`config.mk`:
```
export PLATFORM = sky130hd
export DESIGN_NAME = vic_nested
export DESIGN_NICKNAME = d
export VERILOG_FILES = /design/src/rtl/vic_pkg.sv /design/src/rtl/vic_prio_arb.sv /design/src/rtl/vic_nested.sv
export SDC_FILE = /design/constraint.sdc
export NUM_CORES = 2
export LEC_CHECK = 0
export ABC_AREA = 1
export CELL_PAD_IN_SITES_DETAIL_PLACEMENT = 0
export CELL_PAD_IN_SITES_GLOBAL_PLACEMENT = 1
export CORE_MARGIN = 1
export CORE_UTILIZATION = 35
export CTS_CLUSTER_SIZE = 12
export DETAILED_ROUTE_END_ITERATION = 16
export PLACE_DENSITY_LB_ADDON = 0.1
export SYNTH_ARGS = -nofsm -noshare
export SYNTH_HDL_FRONTEND = slang
export SYNTH_SLANG_ARGS = --single-unit
```
`constraint.sdc`:
```
create_clock -name i_clk -period 45 [get_ports i_clk]
set_input_delay 6.75 -clock i_clk [delete_from_list [all_inputs] [get_ports i_clk]]
set_output_delay 6.75 -clock i_clk [all_outputs]
set_load 0.03 [all_outputs]
```
`src/rtl/vic_pkg.sv`:
```
// Shared definitions for the nested vectored interrupt controller.
//   vic_state_e : controller FSM states (IDLE / DISPATCH / RETURN)
//   SEL_*       : register-select field values of i_VIC_regaddr[6:5]
// The stack entry type {pc, level} depends on the top-level ADDR_W/PRIO_W
// parameters, so it is declared inside vic_nested where those are known.
package vic_pkg;

    typedef enum logic [1:0] {
        ST_IDLE     = 2'd0,
        ST_DISPATCH = 2'd1,
        ST_RETURN   = 2'd2
    } vic_state_e;

    localparam logic [1:0] SEL_VEC  = 2'b00;
    localparam logic [1:0] SEL_PRIO = 2'b01;
    localparam logic [1:0] SEL_MASK = 2'b10;

endpackage

```
`src/rtl/vic_prio_arb.sv`:
```
// Combinational N_SRC-way maximum-priority arbiter.
// Among the eligible sources it picks the highest priority; on a tie the
// lowest index wins.
// Ports:
//   elig_i      : per-source eligibility
//   prio_i      : flattened priorities, source i at [i*PRIO_W +: PRIO_W]
//   win_valid_o : at least one eligible source
//   win_idx_o   : index of the winner (0 when none)
//   win_prio_o  : priority of the winner (0 when none)
module vic_prio_arb
    import vic_pkg::*;
#(
    parameter int N_SRC  = 31,
    parameter int PRIO_W = 3
) (
    input  logic [N_SRC-1:0]        elig_i,
    input  logic [N_SRC*PRIO_W-1:0] prio_i,
    output logic                    win_valid_o,
    output logic [4:0]              win_idx_o,
    output logic [PRIO_W-1:0]       win_prio_o
);

    // Linear scan: strict greater-than while walking upward keeps the lowest index on ties.
    always_comb begin
        logic              take_s;
        logic              best_valid_s;
        logic [4:0]        best_idx_s;
        logic [PRIO_W-1:0] best_prio_s;
        take_s       = 1'b0;
        best_valid_s = 1'b0;
        best_idx_s   = 5'd0;
        best_prio_s  = '0;
        for (int i = 0; i < N_SRC; i++) begin
            take_s       = elig_i[i] &&
                           (!best_valid_s || (prio_i[i*PRIO_W +: PRIO_W] > best_prio_s));
            best_valid_s = best_valid_s | take_s;
            best_idx_s   = take_s ? 5'(i) : best_idx_s;
            best_prio_s  = take_s ? prio_i[i*PRIO_W +: PRIO_W] : best_prio_s;
        end
        win_valid_o = best_valid_s;
        win_idx_o   = best_idx_s;
        win_prio_o  = best_prio_s;
    end

endmodule

```
`src/rtl/vic_nested.sv`:
```
// Nested vectored interrupt controller.
// Edge-latches N_SRC asynchronous sources, arbitrates by programmable priority,
// and redirects the CPU PC with a one-cycle pulse. A higher-priority request
// preempts a running handler; return PC and running level are kept on an
// internal stack.
// Build option: define VIC_NESTING_EN for preemption with a stack of DEPTH
// entries. Without it the stack is one entry deep: nothing dispatches while a
// handler is active, but priority still arbitrates among pending sources.
// Ports:
//   i_clk, i_rst (async, active low)
//   i_ext         : asynchronous sources, rising-edge sensitive
//   i_PC          : resume address pushed at dispatch
//   i_iret        : return-from-interrupt pulse
//   i_VIC_we / i_VIC_regaddr {sel,idx} / i_VIC_data : config write port
//   o_VIC_iaddr   : PC redirect target (0 when no pulse)
//   o_VIC_PC_ctrl : one-cycle PC load pulse
//   o_IRQ         : a handler is active (stack non-empty)
//   o_level       : running priority level, 0 = thread mode
module vic_nested
    import vic_pkg::*;
#(
    parameter int N_SRC  = 31,
    parameter int PRIO_W = 3,
    parameter int DEPTH  = 4,
    parameter int ADDR_W = 32
) (
    input  logic              i_clk,
    input  logic              i_rst,
    input  logic [N_SRC-1:0]  i_ext,
    input  logic [ADDR_W-1:0] i_PC,
    input  logic              i_iret,
    input  logic              i_VIC_we,
    input  logic [6:0]        i_VIC_regaddr,
    input  logic [ADDR_W-1:0] i_VIC_data,
    output logic [ADDR_W-1:0] o_VIC_iaddr,
    output logic              o_VIC_PC_ctrl,
    output logic              o_IRQ,
    output logic [PRIO_W-1:0] o_level
);

`ifdef VIC_NESTING_EN
    localparam int EFF_DEPTH = DEPTH;
`else
    localparam int EFF_DEPTH = 1;
    localparam int unused_depth = DEPTH;
`endif
    localparam int SP_W  = $clog2(EFF_DEPTH + 1);
    localparam int IDX_W = (EFF_DEPTH > 1) ? $clog2(EFF_DEPTH) : 1;
    localparam int STK_N = 1 << IDX_W;

    typedef struct packed {
        logic [ADDR_W-1:0] pc;
        logic [PRIO_W-1:0] level;
    } stack_entry_t;

    logic [N_SRC-1:0]        sync1_q, sync2_q, prev_q;
    logic [N_SRC-1:0]        edge_s, clr_s, elig_s;
    logic [N_SRC-1:0]        pending_q, pending_d;
    logic [N_SRC-1:0]        mask_q;
    logic [ADDR_W-1:0]       vector_q [N_SRC];
    logic [PRIO_W-1:0]       prio_q   [N_SRC];
    logic [N_SRC*PRIO_W-1:0] prio_flat_s;
    stack_entry_t            stack_q  [STK_N];
    logic [SP_W-1:0]         sp_q, sp_d;
    logic [IDX_W-1:0]        top_idx_s, push_idx_s;
    logic                    full_s, push_s;
    vic_state_e              state_q, state_d;
    logic [4:0]              win_idx_q, win_idx_d, win_idx_s;
    logic [PRIO_W-1:0]       win_prio_q, win_prio_d, win_prio_s;
    logic                    win_valid_s;
    logic [PRIO_W-1:0]       level_q, level_d;
    logic [ADDR_W-1:0]       vec_sel_s;
    logic [1:0]              cfg_sel_s;
    logic [4:0]              cfg_idx_s;

    assign cfg_sel_s  = i_VIC_regaddr[6:5];
    assign cfg_idx_s  = i_VIC_regaddr[4:0];
    assign full_s     = (sp_q == SP_W'(EFF_DEPTH));
    assign top_idx_s  = IDX_W'(sp_q - SP_W'(1));
    assign push_idx_s = IDX_W'(sp_q);
    assign edge_s     = sync2_q & ~prev_q;

    // Two-flop synchroniser plus a delayed copy for rising-edge detection.
    always_ff @(posedge i_clk or negedge i_rst) begin
        if (!i_rst) begin
            sync1_q <= '0;
            sync2_q <= '0;
            prev_q  <= '0;
        end else begin
            sync1_q <= i_ext;
            sync2_q <= sync1_q;
            prev_q  <= sync2_q;
        end
    end

    // Configuration registers; out-of-range indices and the unused select are ignored.
    always_ff @(posedge i_clk or negedge i_rst) begin
        if (!i_rst) begin
            mask_q <= '0;
            for (int i = 0; i < N_SRC; i++) begin
                vector_q[i] <= '0;
                prio_q[i]   <= '0;
            end
        end else if (i_VIC_we) begin
            if (cfg_sel_s == SEL_MASK) begin
                mask_q <= i_VIC_data[N_SRC-1:0];
            end
            for (int i = 0; i < N_SRC; i++) begin
                if (cfg_idx_s == 5'(i)) begin
                    if (cfg_sel_s == SEL_VEC) begin
                        vector_q[i] <= i_VIC_data;
                    end
                    if (cfg_sel_s == SEL_PRIO) begin
                        prio_q[i] <= i_VIC_data[PRIO_W-1:0];
                    end
                end
            end
        end
    end

    // Eligibility, flattened priorities, dispatch-clear decode and vector mux.
    always_comb begin
        elig_s      = '0;
        prio_flat_s = '0;
        clr_s       = '0;
        vec_sel_s   = '0;
        for (int i = 0; i < N_SRC; i++) begin
            prio_flat_s[i*PRIO_W +: PRIO_W] = prio_q[i];
            elig_s[i] = pending_q[i] & mask_q[i] & (prio_q[i] != '0) &
                        (prio_q[i] > level_q) & ~full_s;
            clr_s[i]  = (state_q == ST_DISPATCH) && (win_idx_q == 5'(i));
            vec_sel_s = (win_idx_q == 5'(i)) ? vector_q[i] : vec_sel_s;
        end
        // A new edge in the clearing cycle keeps the request pending.
        pending_d = (pending_q & ~clr_s) | edge_s;
    end

    vic_prio_arb #(
        .N_SRC  (N_SRC),
        .PRIO_W (PRIO_W)
    ) u_arb (
        .elig_i      (elig_s),
        .prio_i      (prio_flat_s),
        .win_valid_o (win_valid_s),
        .win_idx_o   (win_idx_s),
        .win_prio_o  (win_prio_s)
    );

    // FSM next state; a return request in IDLE takes precedence over a dispatch.
    always_comb begin
        state_d    = state_q;
        sp_d       = sp_q;
        level_d    = level_q;
        win_idx_d  = win_idx_q;
        win_prio_d = win_prio_q;
        push_s     = 1'b0;
        case (state_q)
            ST_IDLE: begin
                if (i_iret && (sp_q != '0)) begin
                    state_d = ST_RETURN;
                end else if (win_valid_s) begin
                    state_d    = ST_DISPATCH;
                    win_idx_d  = win_idx_s;
                    win_prio_d = win_prio_s;
                end else begin
                    state_d = ST_IDLE;
                end
            end
            ST_DISPATCH: begin
                push_s  = 1'b1;
                sp_d    = sp_q + SP_W'(1);
                level_d = win_prio_q;
                state_d = ST_IDLE;
            end
            ST_RETURN: begin
                sp_d    = sp_q - SP_W'(1);
                level_d = stack_q[top_idx_s].level;
                state_d = ST_IDLE;
            end
            default: begin
                state_d = ST_IDLE;
            end
        endcase
    end

    // State, pending, stack pointer, level and latched winner registers.
    always_ff @(posedge i_clk or negedge i_rst) begin
        if (!i_rst) begin
            state_q    <= ST_IDLE;
            pending_q  <= '0;
            sp_q       <= '0;
            level_q    <= '0;
            win_idx_q  <= 5'd0;
            win_prio_q <= '0;
        end else begin
            state_q    <= state_d;
            pending_q  <= pending_d;
            sp_q       <= sp_d;
            level_q    <= level_d;
            win_idx_q  <= win_idx_d;
            win_prio_q <= win_prio_d;
        end
    end

    // Return stack: the resume PC and the interrupted level are pushed in DISPATCH.
    always_ff @(posedge i_clk or negedge i_rst) begin
        if (!i_rst) begin
            for (int i = 0; i < STK_N; i++) begin
                stack_q[i] <= '0;
            end
        end else if (push_s) begin
            stack_q[push_idx_s] <= '{pc: i_PC, level: level_q};
        end
    end

    // Outputs decode registered state only.
    always_comb begin
        o_VIC_PC_ctrl = (state_q != ST_IDLE);
        o_IRQ         = (sp_q != '0);
        o_level       = level_q;
        case (state_q)
            ST_DISPATCH: o_VIC_iaddr = vec_sel_s;
            ST_RETURN:   o_VIC_iaddr = stack_q[top_idx_s].pc;
            default:     o_VIC_iaddr = '0;
        endcase
    end

endmodule
```
# Word level (Yosys, flattened, before mapping)
# Index checks and enable logic that the tools add are counted.
# classes
bitwise_logic	163
addsub	2
eq_ne	64
n_reduce_logical	224
mux	105
magnitude_cmp	64
# op_table
operator	n
2-to-1 mux 32 bit	31
AND reduction 3 bit	63
greater-than comparator 3 bit	61
equality test 5 bit (second input constant)	30
2-to-1 mux 5 bit	29
2-to-1 mux 35 bit	4
AND 1 bit	124
2-to-1 mux 3 bit	31
nonzero test 3 bit	31
equality test 5 x 4 -> 1 bit (second input constant)	16
bitwise mux 70 bit	1
case mux 32 bit (2 select lines)	1
logical AND 1 bit	63
AND 31 bit	2
inverter 31 bit	2
equality test 5 x 3 -> 1 bit (second input constant)	8
demux 35 bit (select 1 bit)	1
bitwise OR 31 bit	1
zero test 1 bit	30
logical OR 1 bit	30
bitwise OR 1 bit	30
equality test 5 x 2 -> 1 bit (second input constant)	4
equality test 5 x 1 -> 1 bit (second input constant)	2
zero test 5 bit	2
15 further kinds	25
# totals
output_inout_bits	37
ff_bits	1324

# Depth between registers and ports, before layout
# logic_depth
ltp_word	128
depth_mapped	300

# By module
# From an unflattened synthesis, not the netlist that was laid out.
# hier_totals
hier_cells	7546
hier_area_um2	61843.1
# modules_own_cells
mod	cells_per_inst	area_each_um2	instances
vic_nested	6819	57746.6	1
vic_prio_arb	727	4096.4	1

# Worst setup path before layout
# OpenSTA, ideal clock, no wires.
# synth_timing
path_kind	reg-to-reg
start	reg level_q[2], in the netlist o_level[2]
end	reg win_idx_q[4]
setup_ns	0.113
path_stages_with_launch	287
setup_slack_ns	12.252
arrival_time_ns	32.635
required_ns	44.887
path_cell_list	dfrtp_1 inv_1 ha_1 nand2_1 nor2_1 nor2_1 nand3_2 inv_1 nand2_1 ha_1 a21oi_1 nand2_1 nand2_1 nand3_1 nand2_1 o21ai_0 ha_1 nand2_1 [... 251 more ...] o21ai_0 nand2_1 nand2_1 nand2_1 inv_1 nand2_1 and2_1 ha_1 a21oi_1 o21ai_0 nand2_1 nand2_1 nand2_1 nand2_1 nor3_1 nand2_1 nand2_1 inv_1
# synth_between
elab_chain_cells	125
word_cells_on_any_way	302
# synth_lines
element	line	source
from (decl)	vic_nested.sv:71	logic [PRIO_W-1:0] level_q, level_d;
from (signal assigned)	vic_nested.sv:199	level_q <= level_d;
greater-than comparator 3 bit	vic_nested.sv:130	(prio_q[i] > level_q) & ~full_s;
AND 1 bit	vic_nested.sv:129	elig_s[i] = pending_q[i] & mask_q[i] & (prio_q[i] != '0) &
AND 1 bit	vic_nested.sv:130	
2-to-1 mux 3 bit	vic_prio_arb.sv:38	best_prio_s = take_s ? prio_i[i*PRIO_W +: PRIO_W] : best_prio_s;
greater-than comparator 3 bit	vic_prio_arb.sv:35	(!best_valid_s || (prio_i[i*PRIO_W +: PRIO_W] > best_prio_s));
logical OR 1 bit	vic_prio_arb.sv:35	
logical AND 1 bit	vic_prio_arb.sv:34	take_s = elig_i[i] &&
2-to-1 mux 3 bit or bitwise OR 1 bit (tied branches)	vic_prio_arb.sv:38, vic_prio_arb.sv:36	
[... 109 more ...]	n/a	
logical OR 1 bit	vic_prio_arb.sv:35	
logical AND 1 bit	vic_prio_arb.sv:34	
2-to-1 mux 3 bit or bitwise OR 1 bit (tied branches)	vic_prio_arb.sv:38, vic_prio_arb.sv:36	
greater-than comparator 3 bit or zero test 1 bit (tied branches)	vic_prio_arb.sv:35	
logical OR 1 bit	vic_prio_arb.sv:35	
logical AND 1 bit	vic_prio_arb.sv:34	
bitwise OR 1 bit	vic_prio_arb.sv:36	best_valid_s = best_valid_s | take_s;
AND reduction 3 bit (no source line)	n/a	
to (signal assigned)	vic_nested.sv:200	win_idx_q <= win_idx_d;
to (decl)	vic_nested.sv:68	logic [4:0] win_idx_q, win_idx_d, win_idx_s;
# Parallel ways exist; a longest one is shown, timed or not.
# A chain may end at the register's enable or synchronous reset.

# Final worst setup path
# layout_timing
start	reg level_q[0], in the netlist o_level[0]
end	reg win_idx_q[4]
# The elaborated chain is that of the path after synthesis.

==> run metrics <==
status=finished clean; share of cells above drive strength 1=7.73%; Final min period=36.24 ns; Vias=48,400; Port Buffers=142; Seq/Total Area, Yosys=55.3%; DP HPWL=131,000 um; post-CTS setup buffers=0; top-count cell post-synth=nand2_1; Worst path most repeated cell=o21ai_0; clk_lat worst skew=0.79 ns; Final Hold Viols=0; first-pass GRT wire length=311,000 um; CP Capture Type=register; CTS Hold Bufs=0; syn_nets=7,112; kind of critical path=register to register; Die W=416 um; Max Cap Violations=0; Mapped Avg Cell Area=8.75 um2; pre-CTS WS=8.74 ns; gr usage total=23.7%; Setup violations, final=0; average via count per standard cell=5.29; Pwr Density=52.9 nW/um2; Net Sw Frac=35.0%; row cnt=151; largest net degree at the start of global routing=164; antenna viol nets, final=0; Post-synth EDFFs=0; switching power=0.00127 W; Static Leak=31.8 nW; 1st-iter DRT viols=4,147; most common library cells after synthesis=nand2_1, o21ai_0, dfrtp_1, clkbuf_1, nand3_1; DRC viols=0; critical path startpoint category=register; total die area=173,000 um2; gpl congestion=0.823; synth unique cells=47; Post-Syn Instances=6,841; Ys Warns=0; peak supply drop=0.0382 mV; Flop pwr share=38.6%; internal power=0.00236 W; worst slew pin tran=1.17 ns; initial antenna violation count=9; Routed WL per cell=22.3 um; final worst setup slack=8.76 ns; die height=416 um; number of synthesized register bits=1,324; slowest cell on the critical path=dfrtp_2; Fin Clk Skew=0.0220 ns; ys flop type=dfrtp_1; fin area=68,800 um2; setup TNS=0 ns; critical path's largest stage delay=0.64 ns; DRT Pass-1 Iters=7; combinational power share=26.6%; ys async rst share=100%; period utilisation layout=80.5%; CP required=45.67 ns; CTS resizes=0; Max Clk Rate=0.0276 GHz; Placed Instance Area=63,600 um2; H-Tree Depth=4; hold slack=0.345 ns; Synth Cell Area=59,900 um2; global route total overflow=0; Area growth syn-to-layout=14.8%; clock tree from TritonCTS=done; largest cells by area after synthesis=dfrtp_1, nand2_1, o21ai_0; vias in the first global route=47,000; Final Slew Violations=0; Longest Clk Path Bufs=3; Initial Util=35.3%; Slew HR=20.2%; biggest area consumer among synthesized cells=dfrtp_1; maximum net fanout on the critical path=14; arrival time worst endpoint=36.90 ns; Routed WL=204,000 um; final net count=7,077; I/O pins=143; clock share of power=34.9%; unrepaired setup endpoints after global routing=no; Final Core Density=40.5%; CTS sink count=1,324; clk root buf=clkbuf_16; post-synth top area share=55.3%; Core Box Area=170,000 um2; clock buffer count from CTS=155; Clk pin slew, worst setup/hold paths=0.06 ns; worst min-delay path category=register to register
sequential cells by signal (all words and copies together) (netlist names):
register     flops
prev_q          31
prio_flat_s     93
mask_q          31
sync2_q         31
win_idx_q        5
pending_q       31
win_prio_q       3
o_IRQ            1
stack_q         70
o_level          3
vector_q       992
state_q          2
sync1_q         31
worst max-delay path: cells and delay by family, from the launching register on:
kind,cells,cell delay (ns)
AND/OR/NAND/NOR,139,11.83
flip-flops,1,0.64
adder cells (fa/ha/maj),31,9.55
AO/OA/AOI/OAI,70,11.67
buffers and inverters,37,2.33
final timing paths:
path                              from            end  slack (ns)  cells after the start
max reg2reg                 o_level[0]   win_idx_q[4]        8.76                    277
max                         o_level[0]   win_idx_q[4]        8.76                    277
min                        sync1_q[26]    sync2_q[26]        0.35                      0
min in group asynchronous        i_rst  vector_q[656]        5.88                      1
max in group asynchronous        i_rst  vector_q[307]       35.85                      4
min reg2reg                sync1_q[26]    sync2_q[26]        0.35                      0
routing by layer:
metal / vias up / track usage (%) / wire length (um)
li1: 23100 / - / -
met1: 24000 / 34.0 / 97300
met2: 1012 / 37.8 / 93900
met3: 212 / 2.93 / 8360
met4: 0 / 6.03 / 4430
met5: - / 0 / 0
cell families after synthesis:
kind of cell	share of synthesized area, %
compound gates	17.1
simple gates	19.1
flops	55.3
buf+inv	4.98
xor+xnor	0.0146
fa+ha+maj	3.45
layout make-up:
type,count,area (um2)
clock inverter,33,419
inverter,329,1240
fill,17100,101000
multi-input combinational,4724,24100
sequential,1324,33100
clock buffer,241,4680
timing repair buffer,272,2430
antenna,2,5.00
tap,2218,2780
layout by cell type (no fill, tap or decap), drive strengths merged, types with 3 or more instances in the layout:
cell type / synthesis / final
nand2: 1942 / 1942
bufinv: 0 / 5
nand4: 55 / 55
o2111ai: 26 / 26
dfrtp: 1324 / 1324
ha: 165 / 165
o211ai: 37 / 37
nand3b: 5 / 5
a2111oi: 17 / 17
a211oi: 25 / 25
a31oi: 7 / 7
nor3: 39 / 39
a21oi: 119 / 119
o22a: 4 / 4
a221o: 4 / 4
clkinv: 3 / 29
a21o: 3 / 3
o21ai: 1384 / 1384
a221oi: 189 / 189
a22oi: 3 / 3
clkbuf: 456 / 241
or2: 8 / 8
nand3: 427 / 427
nor4: 7 / 7
buf: 8 / 131
and2: 8 / 8
inv: 326 / 328
clkdlybuf4s50: 0 / 141
nor2: 239 / 239
metrics by stage:
stage               power [W]  instances
floorplan             0.00199       6841
global placement      0.00239       8867
detailed placement    0.00240       8867
CTS                   0.00369       9141
global route          0.00385       9142
finish                0.00363       9143
power by group through the flow:
stage | combinational [W] | clock, W | sequential, W
after floorplan | 0.000592 | 0 | 0.00140
after global placement | 0.000970 | 0 | 0.00142
after detailed placement | 0.000982 | 0 | 0.00142
after CTS | 0.000985 | 0.00130 | 0.00140
after global routing | 0.00109 | 0.00135 | 0.00142
final | 0.000965 | 0.00127 | 0.00140
(Power assumes the default switching activity.)
